==> config.mk <==
export PLATFORM = sky130hd
export DESIGN_NAME = uart_byte_tx
export DESIGN_NICKNAME = d
export VERILOG_FILES = /design/src/rtl/uart_byte_tx.sv
export SDC_FILE = /design/constraint.sdc
export NUM_CORES = 1
export LEC_CHECK = 0
export CELL_PAD_IN_SITES_DETAIL_PLACEMENT = 2
export CELL_PAD_IN_SITES_GLOBAL_PLACEMENT = 2
export CORE_UTILIZATION = 37
export CTS_BUF_LIST = sky130_fd_sc_hd__clkbuf_4
export DETAILED_ROUTE_END_ITERATION = 10
export PLACE_DENSITY_LB_ADDON = 0.05
export REMOVE_ABC_BUFFERS = 1
export SYNTH_ARGS = -nofsm -noshare
export SYNTH_HDL_FRONTEND = slang
export SYNTH_SLANG_ARGS = --single-unit
==> constraint.sdc <==
create_clock -name clk -period 3 [get_ports clk]
set_input_delay 0.6 -clock clk [delete_from_list [all_inputs] [get_ports clk]]
set_output_delay 0.6 -clock clk [all_outputs]
set_load 0.05 [all_outputs]
==> src/rtl/uart_byte_tx.sv <==
// Byte-wide UART transmitter: LSB-first frame with optional parity and 1 or 2 stop bits.
// One frame in flight; requests that arrive while busy are dropped and flagged.
module uart_byte_tx #(
  parameter int BAUD_DIV  = 434,
  parameter int PARITY    = 0,
  parameter int STOP_BITS = 1
) (
  input  logic       clk,
  input  logic       reset,
  input  logic [7:0] write_data,
  input  logic       write_en,
  output logic       tx,
  output logic       tx_busy,
  output logic       tx_done,
  output logic       overrun
);

  typedef enum logic [2:0] {
    ST_IDLE   = 3'd0,
    ST_START  = 3'd1,
    ST_DATA   = 3'd2,
    ST_PARITY = 3'd3,
    ST_STOP   = 3'd4
  } state_t;

  localparam logic [15:0] BAUD_LAST = 16'(BAUD_DIV - 1);
  localparam logic [2:0]  STOP_LAST = 3'(STOP_BITS - 1);
  localparam logic        PAR_ODD   = (PARITY == 1);
  localparam logic        PAR_EN    = (PARITY != 0);

  state_t      state_reg, state_next;
  logic [15:0] baud_reg, baud_next;
  logic [2:0]  bit_reg, bit_next;
  logic [7:0]  shift_reg, shift_next;
  logic        parity_reg, parity_next;
  logic        tx_reg, tx_next;
  logic        done_reg, done_next;
  logic        overrun_reg, overrun_next;
  logic        baud_end;

  always_ff @(posedge clk) begin
    if (reset) begin
      state_reg   <= ST_IDLE;
      baud_reg    <= '0;
      bit_reg     <= '0;
      shift_reg   <= '0;
      parity_reg  <= 1'b0;
      tx_reg      <= 1'b1;
      done_reg    <= 1'b0;
      overrun_reg <= 1'b0;
    end else begin
      state_reg   <= state_next;
      baud_reg    <= baud_next;
      bit_reg     <= bit_next;
      shift_reg   <= shift_next;
      parity_reg  <= parity_next;
      tx_reg      <= tx_next;
      done_reg    <= done_next;
      overrun_reg <= overrun_next;
    end
  end

  assign baud_end = (baud_reg == BAUD_LAST);

  always_comb begin
    state_next   = state_reg;
    baud_next    = baud_reg;
    bit_next     = bit_reg;
    shift_next   = shift_reg;
    parity_next  = parity_reg;
    done_next    = 1'b0;
    overrun_next = 1'b0;

    if (state_reg != ST_IDLE) begin
      overrun_next = write_en;
      baud_next    = baud_end ? 16'd0 : baud_reg + 16'd1;
    end

    case (state_reg)
      ST_IDLE: begin
        if (write_en) begin
          state_next  = ST_START;
          shift_next  = write_data;
          parity_next = (^write_data) ^ PAR_ODD;
          baud_next   = '0;
          bit_next    = '0;
        end
      end
      ST_START: begin
        if (baud_end) state_next = ST_DATA;
      end
      ST_DATA: begin
        if (baud_end) begin
          shift_next = {1'b0, shift_reg[7:1]};
          bit_next   = bit_reg + 3'd1;
          if (bit_reg == 3'd7) begin
            bit_next   = '0;
            state_next = PAR_EN ? ST_PARITY : ST_STOP;
          end
        end
      end
      ST_PARITY: begin
        if (baud_end) state_next = ST_STOP;
      end
      ST_STOP: begin
        // bit_reg counts stop bits so two-stop frames reuse the same baud timer
        if (baud_end) begin
          if (bit_reg == STOP_LAST) begin
            state_next = ST_IDLE;
            bit_next   = '0;
            done_next  = 1'b1;
          end else begin
            bit_next = bit_reg + 3'd1;
          end
        end
      end
      default: begin
        state_next = ST_IDLE;
        baud_next  = '0;
        bit_next   = '0;
      end
    endcase

    // Line level is derived from the upcoming state so tx stays a clean flop output
    case (state_next)
      ST_START:  tx_next = 1'b0;
      ST_DATA:   tx_next = shift_next[0];
      ST_PARITY: tx_next = parity_reg;
      default:   tx_next = 1'b1;
    endcase
  end

  assign tx      = tx_reg;
  assign tx_busy = (state_reg != ST_IDLE);
  assign tx_done = done_reg;
  assign overrun = overrun_reg;

endmodule

==> results of run 1 <==
-- worst min-delay path, cell delays in order, from the launching register on --
cell and delay, ns:
dfxtp_1 0.32, nand2_1 0.05, a21oi_1 0.05
-- routing by layer --
layer | wire length, µm | global-route usage, % | vias to the layer above
li1 | - | - | 750
met1 | 2290 | 27.7 | 715
met2 | 2010 | 29.5 | 21
met3 | 112 | 4.36 | 7
met4 | 74 | 7.19 | 0
met5 | 0 | 0 | -
-- metrics by stage --
| stage | cells | area (µm²) | setup WS (ns) | power [mW] |
|---|---|---|---|---|
| 3_5_place_dp | 263 | 1970 | 0.655 | 0.610 |
| 2_1_floorplan | 190 | 1710 | 0.627 | 0.554 |
| 5_1_grt | 269 | 2010 | 0.176 | 0.873 |
| 3_3_place_gp | 263 | 1970 | 0.681 | 0.604 |
| 6_report | 269 | 2010 | 0.310 | 0.823 |
| 4_1_cts | 269 | 2010 | 0.275 | 0.844 |
-- where the power goes --
group	leakage, nW	total, mW	internal (mW)	switching (mW)
Combinational	0.388	0.122	0.0576	0.0649
Sequential	0.276	0.475	0.464	0.0111
Clock	0.0246	0.226	0.0801	0.146
Total	0.689	0.823	0.602	0.222
-- path summary, 6_finish.rpt --
path	end	slack, ns	cells after the start
setup / recovery	tx_busy	0.31	4
hold / removal	shift_reg[5]$_SDFFE_PP0P_	0.47	2
setup reg to reg	baud_reg[10]$_SDFF_PP0_	0.70	7
hold reg to reg	shift_reg[5]$_SDFFE_PP0P_	0.47	2
-- cells by family (layout without fill, tap and decap cells) --
group           Yosys count  in the layout  share of synthesized area (%)
compound gates           34             34                           13.3
xor+xnor                 21             21                           10.3
fa+ha+maj                 5              5                           3.49
buf+inv                  17             33                           5.94
flops                    34             34                           38.0
mux                       4              4                           2.30
simple gates             86             86                           26.7
-- cell usage in the layout (no fill, tap or decap), types with 2 or more instances in the layout --
master and instances:
mux2i_1 3, or3b_2 2, buf_4 7, nand4_1 4
and3_1 2, or4_4 2, nand3_1 6, inv_1 6
nand2b_1 4, o22ai_1 2, nand2_1 21, nor4_1 3
dfxtp_1 34, a31oi_1 2, clkbuf_4 5, xor2_1 10
or2_2 2, nand4b_1 2, nor2b_1 2, clkdlybuf4s50_1 14
nor3b_1 3, xnor2_1 11, a22oi_1 7, ha_1 5
nor2_1 8, nor3_1 19, o22a_2 2, a21oi_1 10
-- cell type report --
type / instances / area, µm²
fill: 535 / 2500
multi-input combinational: 150 / 1000
clock buffer: 5 / 37.5
sequential: 34 / 681
clock inverter: 1 / 3.75
timing repair buffer: 21 / 193
tap: 52 / 65.1
inverter: 6 / 22.5
==> metrics, run 1 <==
final hold viol count=0; Crit Path Category=flop to primary output; Starting DRT DRC Count=38; area delta synth->final=12.0%; NumNets Final=234; CP required=2.40 ns; Yosys top cell area share=between 30% and 40%; GRT Util Overall=19.7%; worst rel slew slack=54.1%; fin crit share=89.7%; startpoint of the worst hold path=shift_reg[5]$_SDFFE_PP0P_; pins over their slew limit=0; largest net degree at the start of global routing=17; Least-Margin Pin Slew=0.682 ns; Mapped Area=1790 µm²; Die Height=71.6 µm; CP top delay family=buffers and inverters; CTS root buffer=clkbuf_4; Skew-Pair Late Insertion Delay=approximately 0.33 ns; final clock skew=a little under 0.007 ns; # rows=24; Top FF cell, synth=dfxtp_1; Worst setup EP type=primary output; post-synth top area cell=dfxtp_1; share of synthesized registers carrying an async set or reset=0%; port bufs=14; deepest clock path buffer count=2; CTS Buf Count=5; grt ovf=0; Distinct cells, synth=47; number of flops mapped to enable cells by yosys=0; post-synthesis sequential area ratio=38.0%; boundary pin count=15; pwr dens=410 nW/µm²; Die X=71.6 µm; DRT antenna net count=0; mean post-synth cell area=about 9 µm²; crit path launch=state_reg[2]$_SDFF_PP0_; Max-Cap Viols=0; worst IR drop on VDD=around 0.18 mV; Buf/Inv on CP=3; H-tree levels=2; HPWL Detailed=3.36 mm; CTS Hold Buffers Added=0; Initial Util=39.8%; vias in the first global route=1,574; setup TNS=0 ns; Synth top cells by count=dfxtp_1, nand2_1, nor3_1; first-pass GRT wire length=7.75 mm; Warnings, synthesis=0; drt first pass iters=4; post-cts sizing count=0; Setup crit start kind=flop; CTS tree=yes; DR vias=1,493; Post-Syn Instances=between 200 and 250; CTS Sinks=34; Ant. Diodes=0; initial antenna violation count=0; layout cell share with drive strength beyond 1=11.5%; core box area=between 4000 and 5000 µm²; max reg flops=16; Clock transition at path regs=0.10 ns; Hold WS=0.467 ns; top cells by area, synth=dfxtp_1, xnor2_1, nor3_1; outcome=complete, no violations; Min-Delay Path Class=flop to flop; die area=5120 µm²; post-CTS setup buffers=0; count leader, synth=dfxtp_1; # DRC=0; Final Critical Period=2.69 ns; unrepaired setup endpoints after global routing=false; synthesized flop and latch total=34; vias per inst=5.55; final wirelength=4.48 mm; Max stage delay on crit path=0.79 ns; post-layout util=44.6%; routed length per placed instance=16.7 µm; Crit Reg-Reg Startpoint=baud_reg[0]$_SDFF_PP0_; Lkg Pwr=0.689 nW; fmax=372 MHz; number of setup violations in the final report=0; cell chain of the critical path=nor3_1 -> buf_4 -> inv_1 -> clkdlybuf4s50_1; CP arrival=2.09 ns; Crit Path Max Fanout=16; Critical-path top delay cell=clkdlybuf4s50_1; GP Congestion=0.717
No activity file was read; power rests on OpenSTA's default activity.
==> run 2, diff against run 1 <==
Settings changed: SKIP_CTS_REPAIR_TIMING from default to 1.
==> results of run 2 <==
Same layout as run 1: the final DEF is identical, and so are final timing and power.
